--- src/rtl/enc_bus_pkg.sv ---
// Shared constants and FSM state type for the encoder bus reader.
package enc_bus_pkg;
  localparam int         N_CH_MAX        = 14;
  localparam logic [3:0] ADDR_SEQ        = 4'd0;
  localparam logic [3:0] ADDR_CNT_BASE   = 4'd1;
  localparam logic [3:0] ADDR_DELTA_BASE = 4'd8;

  typedef enum logic [2:0] {IDLE, START, SNAP, LOAD, HOLD} state_t;
endpackage

--- src/rtl/enc_bus_reader_if.sv ---
// MCU parallel bus: chip select, read strobe, word address, read data and drive enable.
interface enc_bus_reader_if #(parameter int CNT_W = 16);
  logic             cs_n;
  logic             rd_n;
  logic [3:0]       addr;
  logic [CNT_W-1:0] data_out;
  logic             data_oe;

  modport master (output cs_n, rd_n, addr, input data_out, data_oe);
  modport slave  (input cs_n, rd_n, addr, output data_out, data_oe);
endinterface

--- src/rtl/enc_bus_sync.sv ---
// Synchronizer for the async bus inputs plus rd_act edge detection.
// Chains reset to the "read active" level and the edge history to 1, so a bus
// held in a read across reset release never looks like a fresh read start.
module enc_bus_sync #(
  parameter int SYNC_STAGES = 2
) (
  input  logic       clk,
  input  logic       rst_n,
  input  logic       cs_n,
  input  logic       rd_n,
  input  logic [3:0] addr,
  output logic       rd_act,
  output logic       rd_rise,
  output logic       rd_fall,
  output logic [3:0] addr_s
);
  logic [SYNC_STAGES-1:0]      cs_pipe, rd_pipe;
  logic [SYNC_STAGES-1:0][3:0] addr_pipe;
  logic                        rd_act_d;

  // shift bus inputs through the synchronizer chain and remember last rd_act
  always_ff @(posedge clk or negedge rst_n) begin
    if (!rst_n) begin
      cs_pipe   <= '0;
      rd_pipe   <= '0;
      addr_pipe <= '0;
      rd_act_d  <= 1'b1;
    end else begin
      cs_pipe   <= {cs_pipe[SYNC_STAGES-2:0], cs_n};
      rd_pipe   <= {rd_pipe[SYNC_STAGES-2:0], rd_n};
      addr_pipe <= {addr_pipe[SYNC_STAGES-2:0], addr};
      rd_act_d  <= rd_act;
    end
  end

  assign rd_act  = ~cs_pipe[SYNC_STAGES-1] & ~rd_pipe[SYNC_STAGES-1];
  assign rd_rise = rd_act & ~rd_act_d;
  assign rd_fall = ~rd_act & rd_act_d;
  assign addr_s  = addr_pipe[SYNC_STAGES-1];
endmodule

--- src/rtl/enc_bus_reader.sv ---
// Presents live encoder counts on the MCU bus. Address 0 snapshots all
// channels in one cycle and returns the new sequence number; 1..N_CH return
// the snapshot. Optional macro ENC_DELTA_EN adds per-channel deltas at 8+.
module enc_bus_reader
  import enc_bus_pkg::*;
#(
  parameter int N_CH        = 7,
  parameter int CNT_W       = 16,
  parameter int SYNC_STAGES = 2
) (
  input  logic                  clk,
  input  logic                  rst_n,
  enc_bus_reader_if.slave       bus,
  input  logic [N_CH*CNT_W-1:0] cnt_flat,
  output logic [CNT_W-1:0]      snap_seq
);
  state_t                     state, nxt;
  logic                       rd_act, rd_rise, rd_fall;
  logic [3:0]                 addr_s, addr_q;
  logic [N_CH-1:0][CNT_W-1:0] snap;
`ifdef ENC_DELTA_EN
  logic [N_CH-1:0][CNT_W-1:0] prev;
`endif
  logic [CNT_W-1:0]           rd_word, data_q;
  logic                       oe_q, do_snap, do_load;

  enc_bus_sync #(.SYNC_STAGES(SYNC_STAGES)) u_sync (
    .clk     (clk),
    .rst_n   (rst_n),
    .cs_n    (bus.cs_n),
    .rd_n    (bus.rd_n),
    .addr    (bus.addr),
    .rd_act  (rd_act),
    .rd_rise (rd_rise),
    .rd_fall (rd_fall),
    .addr_s  (addr_s)
  );

  // state register; address captured only on the read-start cycle
  always_ff @(posedge clk or negedge rst_n) begin
    if (!rst_n) begin
      state  <= IDLE;
      addr_q <= '0;
    end else begin
      state <= nxt;
      if (state == IDLE && rd_rise) addr_q <= addr_s;
    end
  end

  // next state; a strobe that already dropped in START was a glitch, abandon it
  always_comb begin
    nxt = state;
    case (state)
      IDLE:    if (rd_rise) nxt = START;
      START:   if (!rd_act) nxt = IDLE;
               else if (addr_q == ADDR_SEQ) nxt = SNAP;
               else nxt = LOAD;
      SNAP:    nxt = LOAD;
      LOAD:    nxt = HOLD;
      HOLD:    if (rd_fall || !rd_act) nxt = IDLE;
      default: nxt = IDLE;
    endcase
  end

  assign do_snap = (state == START) && (nxt == SNAP);
  assign do_load = (state != LOAD) && (nxt == LOAD);

  // read map: sequence, snapshot counts, optional deltas, zero elsewhere
  always_comb begin
    rd_word = '0;
    if (addr_q == ADDR_SEQ) rd_word = snap_seq;
    for (int k = 0; k < N_CH; k++) begin
`ifdef ENC_DELTA_EN
      if (int'(addr_q) == int'(ADDR_DELTA_BASE) + k) rd_word = snap[k] - prev[k];
`endif
      if (int'(addr_q) == int'(ADDR_CNT_BASE) + k) rd_word = snap[k];
    end
  end

  // coherent snapshot of all channels in one cycle, sequence wraps naturally
  always_ff @(posedge clk or negedge rst_n) begin
    if (!rst_n) begin
      snap     <= '0;
      snap_seq <= '0;
`ifdef ENC_DELTA_EN
      prev     <= '0;
`endif
    end else if (do_snap) begin
      snap     <= cnt_flat;
      snap_seq <= snap_seq + CNT_W'(1);
`ifdef ENC_DELTA_EN
      prev     <= snap;
`endif
    end
  end

  // registered read data (held after the read) and drive enable
  always_ff @(posedge clk or negedge rst_n) begin
    if (!rst_n) begin
      data_q <= '0;
      oe_q   <= 1'b0;
    end else begin
      if (do_load) data_q <= rd_word;
      oe_q <= (nxt == LOAD) || (nxt == HOLD);
    end
  end

  assign bus.data_out = data_q;
  assign bus.data_oe  = oe_q;
endmodule
--- src/flat_wrapper.sv ---
// flat-port wrapper written by rule: the top's interface ports become plain ports
module enc_bus_reader_flat import enc_bus_pkg::*;
#(
  parameter int N_CH        = 7,
  parameter int CNT_W       = 16,
  parameter int SYNC_STAGES = 2
)
  (clk, rst_n, cnt_flat, snap_seq, bus_cs_n, bus_rd_n, bus_addr, bus_data_out, bus_data_oe);
  enc_bus_reader_if #(.CNT_W(CNT_W)) bus_i ();
  input  logic clk;
  input  logic rst_n;
  input  logic [N_CH*CNT_W-1:0] cnt_flat;
  output logic [CNT_W-1:0] snap_seq;
  input wire logic [$bits(bus_i.cs_n)-1:0] bus_cs_n;
  input wire logic [$bits(bus_i.rd_n)-1:0] bus_rd_n;
  input wire logic [$bits(bus_i.addr)-1:0] bus_addr;
  output wire logic [$bits(bus_i.data_out)-1:0] bus_data_out;
  output wire logic [$bits(bus_i.data_oe)-1:0] bus_data_oe;
  assign bus_i.cs_n = bus_cs_n;
  assign bus_i.rd_n = bus_rd_n;
  assign bus_i.addr = bus_addr;
  assign bus_data_out = bus_i.data_out;
  assign bus_data_oe = bus_i.data_oe;
  enc_bus_reader #(.N_CH(N_CH), .CNT_W(CNT_W), .SYNC_STAGES(SYNC_STAGES)) u_core (.clk(clk), .rst_n(rst_n), .bus(bus_i), .cnt_flat(cnt_flat), .snap_seq(snap_seq));
endmodule
--- config.mk ---
export PLATFORM = sky130hd
export DESIGN_NAME = enc_bus_reader_flat
export DESIGN_NICKNAME = d
export VERILOG_FILES = /design/src/rtl/enc_bus_pkg.sv /design/src/rtl/enc_bus_reader_if.sv /design/src/rtl/enc_bus_sync.sv /design/src/rtl/enc_bus_reader.sv /design/src/flat_wrapper.sv
export SDC_FILE = /design/constraint.sdc
export NUM_CORES = 1
export LEC_CHECK = 0
export ABC_AREA = 0
export BUFFER_PORTS_ARGS = -buffer_cell sky130_fd_sc_hd__buf_2
export CAP_MARGIN = 0
export CORE_ASPECT_RATIO = 0.9
export CORE_MARGIN = 3
export CORE_UTILIZATION = 55
export DETAILED_ROUTE_END_ITERATION = 10
export PLACE_DENSITY = 0.8
export SETUP_SLACK_MARGIN = 0.05
export SLEW_MARGIN = 20
export SYNTH_ARGS = -nofsm -noshare
export SYNTH_HDL_FRONTEND = slang
export SYNTH_SLANG_ARGS = --single-unit
export TNS_END_PERCENT = 10
--- constraint.sdc ---
create_clock -name clk -period 2.2 [get_ports clk]
set_clock_uncertainty 0.1 [all_clocks]
set_input_delay 0.22 -clock clk [delete_from_list [all_inputs] [get_ports clk]]
set_output_delay 0.22 -clock clk [all_outputs]
set_load 0.01 [all_outputs]
==> key figures, run 1 <==
Detailed routing
  • Routed WL: about 23,000 microns
  • WL/cell: about 18 microns
  • DRC: 0
  • Routed Antenna Nets: 0
  • Vias per inst: 5.59
  • First-pass DRT Iterations: 6
  • Iter 0 DRT Violations: 768
  • Vias after detailed routing: 6,918

STA
  • Post-route clock period utilization: 0.955
  • Final Hold Viols: 0
  • Min Tclk post-route: between 2 and 2.5 ns
  • Highest clock rate: 476 MHz
  • Headroom to the max-slew limit: 0.579
  • RSZ-0062 raised after global routing: true
  • Setup TNS: 0 ns
  • Slew @ Worst Pin: 0.631 ns
  • Fin. max-slew vios: 0
  • Setup ws final: 0.0995 ns
  • Final setup violating endpoints: 0

Cells and area
  • Proportion of layout cells with a drive suffix above 1: 0.209
  • Ant. Diodes: 0
  • Fillers: 800
  • Area delta synth->final: 37.4%
  • Fin nets: between 1,000 and 1,500
  • Final std cells w/o fill: around 1,200

Yosys
  • Predominant post-synthesis flop cell: dfrtp_1
  • Synth area leader: dfrtp_1
  • Ys async rst share: 1.00
  • Sequential share of the synthesized area: 0.561
  • Top cells by area, synth: dfrtp_1, nand2_1, mux2i_1
  • Synth Cell Area: between 0.007 and 0.008 sq mm
  • YS warnings: 0
  • Top cell type's share of synthesized area: 0.558
  • Syn Nets: about 900
  • Synth cell types: 37
  • Mean area per synthesized cell: slightly above 9 sq um
  • Post-Syn Instances: around 800
  • Yosys reg bits: around 170
  • Number of flops mapped to enable cells by yosys: 0

Power and ir drop
  • Internal Power: roughly 8 mW
  • PnR Total Power: 12.6 mW
  • Clk pwr share: 0.217
  • VDD IR max: roughly 0.00077 V
  • Register share of total power: 0.417
  • Static leakage: ~4.9 nW
  • Switching power: roughly 4.8 mW
  • P per Cell Area: around 1200 mW/mm^2
  • Comb power frac: 0.366
  • Switching part of the total: 0.382

Clock tree
  • Root Buffer: clkbuf_16
  • TritonCTS Buffers: 17
  • CTS sink cnt: 165
  • Worst-Skew Late Latency: roughly 0.43 ns
  • Post-CTS setup buffer count: 0
  • CTS tree: built
  • H-tree levels: 4
  • Worst-case clock buffer depth: 2
  • Clock slew at reported path FFs: ~0.070 ns

Global routing
  • Initial antenna violation count: 0
  • Number of global-route vias before repair: ~7,000
  • Total GRT Usage: 0.316
  • First-pass GRT wire length: ~36,000 microns
  • Global route overflow: 0
  • Pin count of the biggest net entering global routing: 68

Floorplanning
  • Initial core utilization: 0.571
  • Std cell rows: 39
  • Die Wd: about 130 microns
  • Die height: 116 microns
  • DIE AREA: ~0.015 sq mm
  • Core Area: 0.0129 sq mm
  • Io pins: approximately 150

Setup path
  • Critical Path RT: approximately 2.4 ns
  • Setup crit end kind: flop
  • Crit Path Category: flop to flop
  • Crit path DAT: between 2 and 2.5 ns
  • CP max FO: 26
  • CP startpoint kind: flop

Place
  • Post-placement setup slack: 0.226 ns
  • Post-Place Cells: 1,087
  • Hpwl dp: approximately 14,000 microns
  • Placer Congestion: 0.940
  • Buffers on Ports: between 150 and 200

Min path
  • Hold Path Class: flop to flop

Run
  • Max-Cap Viols: 0

Run status
  • Outcome: completed
[placed cells by master (no fill, tap or decap), types with 8 or more instances in the layout]
cell type / synthesis / routed
nand3_1: 8 / 8
buf_2: 20 / 151
xnor2_1: 14 / 14
dfrtp_1: 164 / 163
clkbuf_16: 0 / 17
o21ai_0: 46 / 46
buf_4: 4 / 15
a221oi_1: 15 / 15
mux2i_1: 30 / 30
o22a_1: 15 / 15
nand3b_1: 16 / 16
a31oi_1: 16 / 16
buf_12: 0 / 8
nand2_1: 368 / 368
dlygate4sd3_1: 0 / 119
nor2b_1: 18 / 18
[stage by stage]
step / area [sq um] / util / hold slack [ns]
finish: 10100 / 0.785 / 0.252
global route: 10100 / 0.785 / 0.257
CTS: 10100 / 0.784 / 0.248
detailed placement: 8380 / 0.650 / 0.151
global placement: 8380 / 0.650 / 0.153
floorplan: 7360 / - / -0.176
[layout make-up]
cell class / instances / area (sq um) / share of cell area
Sequential cell: 165 / 4130 / 0.409
Multi-Input combinational cell: 581 / 2990 / 0.296
Timing Repair Buffer: 295 / 2240 / 0.222
Clock buffer: 19 / 433 / 0.0428
Tap cell: 164 / 205 / 0.0203
Clock inverter: 13 / 100 / 0.00990
Inverter: 1 / 3.75 / 0.000371
[registers in the layout (all words and copies together), names as in the netlist, 2 cells and up]
register and count:
u_core.u_sync.addr_s 4, u_core.u_sync.addr_pipe 4, u_core.u_sync.rd_pipe 2, u_core.bus.data_out 16
u_core.addr_q 4, u_core.state 3, u_core.snap 112, u_core.u_sync.cs_pipe 2
u_core.snap_seq 16
[critical path, stage by stage, from the launching register on]
cell,delay [ns]
dfrtp_2,0.43
buf_12,0.20
buf_4,0.19
mux2i_1,0.17
o21ai_0,0.14
a221oi_1,0.37
a31oi_1,0.11
o22a_1,0.23
[worst paths after layout]
kind,to,slack (ns),cells past startpoint,start
max,u_core.bus.data_out[4],0.1,7,u_core.addr_q[0]
min,u_core.u_sync.cs_pipe[1],0.25,0,u_core.u_sync.cs_pipe[0]
max reg2reg,u_core.bus.data_out[4],0.1,7,u_core.addr_q[0]
min reg2reg,u_core.u_sync.cs_pipe[1],0.25,0,u_core.u_sync.cs_pipe[0]
max in group asynchronous,u_core.snap[69],1.03,3,rst_n
min in group asynchronous,u_core.snap_seq[8],0.26,2,rst_n
[what timing repair did]
| action | in CTS | in global routing |
|---|---|---|
| hold buffers | 119 | 0 |
| hold endpoints to repair | 174 | 0 |
| gates resized for setup | 0 | 2 |
| endpoints found under the setup margin | 0 | 9 |
[logic make-up after synthesis]
family,count (synthesis),share of synthesized area
and+or+nand+nor,435,0.251
DFF,165,0.561
AOI/OAI and AO/OA,94,0.0828
buffers and inverters,51,0.0337
muxes,36,0.0515
xor gates and xnor gates,15,0.0179
adders and majority gates,1,0.00170
[synth_stat cells, drive strengths merged (2+ instances only)]
library cell	number
mux2i	30
a221oi	15
and3	3
nor3	3
nand2	368
nor2b	18
nor2	7
dfrtp	164
mux2	5
nand3b	16
o22a	15
buf	26
nor3b	2
o21ai	46
nand4	5
nand3	8
a31oi	16
xnor2	14
clkbuf	24
[layer usage]
metal / global-route usage / wire [microns]
met5: 0 / 0
met4: 0.132 / 801
met3: 0.0687 / 1720
met2: 0.523 / 11100
met1: 0.410 / 9130
[power groups by stage]
stage	sequential, mW	combinational [mW]	clock [mW]
finish	5.24	4.61	2.73
global route	5.33	5.03	2.90
CTS	5.18	4.45	2.73
detailed placement	5.21	4.25	0
global placement	5.19	4.12	0
floorplan	4.94	2.88	0
Note: power is estimated with default switching activity, not from simulation.
==> inputs of run 2 (changes only) <==
--- a/config.mk
+++ b/config.mk
@@ -8,11 +8,13 @@
 export ABC_AREA = 0
 export BUFFER_PORTS_ARGS = -buffer_cell sky130_fd_sc_hd__buf_2
 export CAP_MARGIN = 0
+export CELL_PAD_IN_SITES_DETAIL_PLACEMENT = 0
+export CELL_PAD_IN_SITES_GLOBAL_PLACEMENT = 1
 export CORE_ASPECT_RATIO = 0.9
 export CORE_MARGIN = 3
-export CORE_UTILIZATION = 55
+export CORE_UTILIZATION = 41
 export DETAILED_ROUTE_END_ITERATION = 10
-export PLACE_DENSITY = 0.8
+export PLACE_DENSITY_LB_ADDON = 0.1
 export SETUP_SLACK_MARGIN = 0.05
 export SLEW_MARGIN = 20
 export SYNTH_ARGS = -nofsm -noshare
==> run 2 against run 1 <==
Against the previous run:
- die area grew 32%
- clock power is 12% higher
- maximum frequency shrank 0.91%
- flip-flop and latch count unchanged
- wire length down 1.9%
- largest cell class unchanged
- highest routed layer unchanged
==> key figures, run 2 (same netlist as run 1, synthesis figures left out) <==
Detailed routing
  • Vias after detailed routing: roughly 6,400
  • Vias per inst: just under 5
  • DRC: 0
  • Routed Antenna Nets: 0
  • WL/cell: ~17 microns
  • Routed WL: about 22,000 microns
  • First-pass DRT Iterations: 6
  • Iter 0 DRT Violations: 435

STA
  • Highest clock rate: 472 MHz
  • Headroom to the max-slew limit: 0.584
  • Fin. max-slew vios: 0
  • Slew @ Worst Pin: 0.623 ns
  • Final setup violating endpoints: 0
  • Post-route clock period utilization: 0.964
  • Setup TNS: 0 ns
  • Final Hold Viols: 0
  • Min Tclk post-route: approximately 2.1 ns
  • RSZ-0062 raised after global routing: false

Power and ir drop
  • Clk pwr share: 0.238
  • Static leakage: around 5 nW
  • P per Cell Area: ~1300 mW/mm^2
  • Switching power: 4.78 mW
  • Internal Power: 8.03 mW
  • VDD IR max: about 0.00063 V
  • Comb power frac: 0.353
  • Register share of total power: 0.409
  • Switching part of the total: 0.373

Floorplanning
  • Std cell rows: 45
  • Core Area: approximately 0.017 sq mm
  • Io pins: between 150 and 200
  • Initial core utilization: 0.427
  • Die Wd: 147 microns
  • DIE AREA: slightly below 0.02 sq mm
  • Die height: approximately 130 microns

Cells and area
  • Area delta synth->final: 39.1%
  • Fin nets: between 1,000 and 1,500
  • Commonest cells after routing, fill and taps aside: nand2_1, dfrtp_1, buf_2
  • Ant. Diodes: 0
  • Proportion of layout cells with a drive suffix above 1: 0.209
  • Max reg flops: about 110
  • Commonest non-fill, non-tap cell in the layout: nand2_1
  • Final std cells w/o fill: between 1,000 and 1,500
  • Largest register by flop count: u_core.snap

Clock tree
  • CTS tree: built
  • Clock slew at reported path FFs: about 0.070 ns
  • H-tree levels: 4
  • Post-CTS setup buffer count: 0
  • TritonCTS Buffers: 17
  • Worst-Skew Late Latency: ~0.43 ns
  • CTS sink cnt: ~170
  • Root Buffer: clkbuf_16
  • Worst-case clock buffer depth: 2

Setup path
  • Crit path DAT: 2.37 ns
  • CP startpoint kind: flop
  • Critical Path RT: between 2 and 2.5 ns
  • CP max FO: 113
  • Crit Path Category: flop to flop
  • Setup crit end kind: flop

Place
  • Buffers on Ports: between 150 and 200
  • Post-Place Cells: 1,155
  • Placer Congestion: approximately 0.87
  • Hpwl dp: about 15,000 microns

Min path
  • Hold Path Class: input pin to asynchronous set/reset pin

Global routing
  • Number of global-route vias before repair: about 6,400
  • Pin count of the biggest net entering global routing: 114
  • Total GRT Usage: 0.237
  • Global route overflow: 0
  • Initial antenna violation count: 0
  • First-pass GRT wire length: approximately 36,000 microns

Run
  • Max-Cap Viols: 0

Run status
  • Outcome: completed
==> run 2: final timing paths <==
path	start	endpoint	slack, ns	depth (start not counted)
min in group clk	u_core.u_sync.addr_pipe[3]	u_core.u_sync.addr_s[3]	0.25	0
max reg2reg	u_core.addr_q[0]	u_core.snap_seq[5]	0.08	6
max	u_core.addr_q[0]	u_core.snap_seq[5]	0.08	6
max in group asynchronous	rst_n	u_core.u_sync.rd_act_d	1.06	3
min	rst_n	u_core.snap_seq[12]	0.22	2
min reg2reg	u_core.u_sync.addr_pipe[3]	u_core.u_sync.addr_s[3]	0.25	0
==> run 2: worst max-delay path, cell delays in order, from the launching register on <==
cell     delay, ns
dfrtp_2       0.46
buf_4         0.21
nor2_4        0.12
nand4_4       0.19
buf_12        0.26
nor3b_1       0.37
xnor2_1       0.17
==> run 2: power by group through the flow <==
stage / registers (mW) / logic, mW / clock network [mW]
after global placement: 5.26 / 4.27 / 0
after global routing: 5.38 / 5.08 / 3.24
after CTS: 5.23 / 4.54 / 3.10
final: 5.24 / 4.53 / 3.05
after detailed placement: 5.26 / 4.36 / 0
after floorplan: 4.94 / 2.88 / 0
==> run 2: layout make-up <==
class | instances | area (sq um)
Clock buffer | 18 | 439
Clock inverter | 14 | 168
Fill cell | 1523 | 6990
Inverter | 1 | 3.75
Multi-Input combinational cell | 581 | 3000
Sequential cell | 165 | 4130
Tap cell | 235 | 294
Timing Repair Buffer | 292 | 2200
==> run 2: what timing repair did <==
action,in CTS,in global routing
hold buffers,119,0
resized for setup,0,2
hold endpoints to repair,169,0
endpoints found under the setup margin,0,10
==> run 2: per-layer routing <==
layer / share of wire / vias up / GRT usage
met5: 0 / - / 0
met4: 0.014 / 0 / 0.0580
met3: 0.047 / 23 / 0.0449
met2: 0.45 / 183 / 0.363
met1: 0.49 / 3095 / 0.350
li1: - / 3147 / -
==> run 2: metrics by stage <==
step	setup slack, ns	util	hold slack [ns]	instance area [sq um]	power [mW]
floorplan	0.351	-	-0.176	7360	7.82
global placement	0.0982	0.489	0.112	8430	9.53
detailed placement	0.0968	0.489	0.113	8430	9.62
CTS	0.0661	0.594	0.230	10200	12.9
global route	0.0569	0.594	0.248	10200	13.7
finish	0.0803	0.594	0.216	10200	12.8
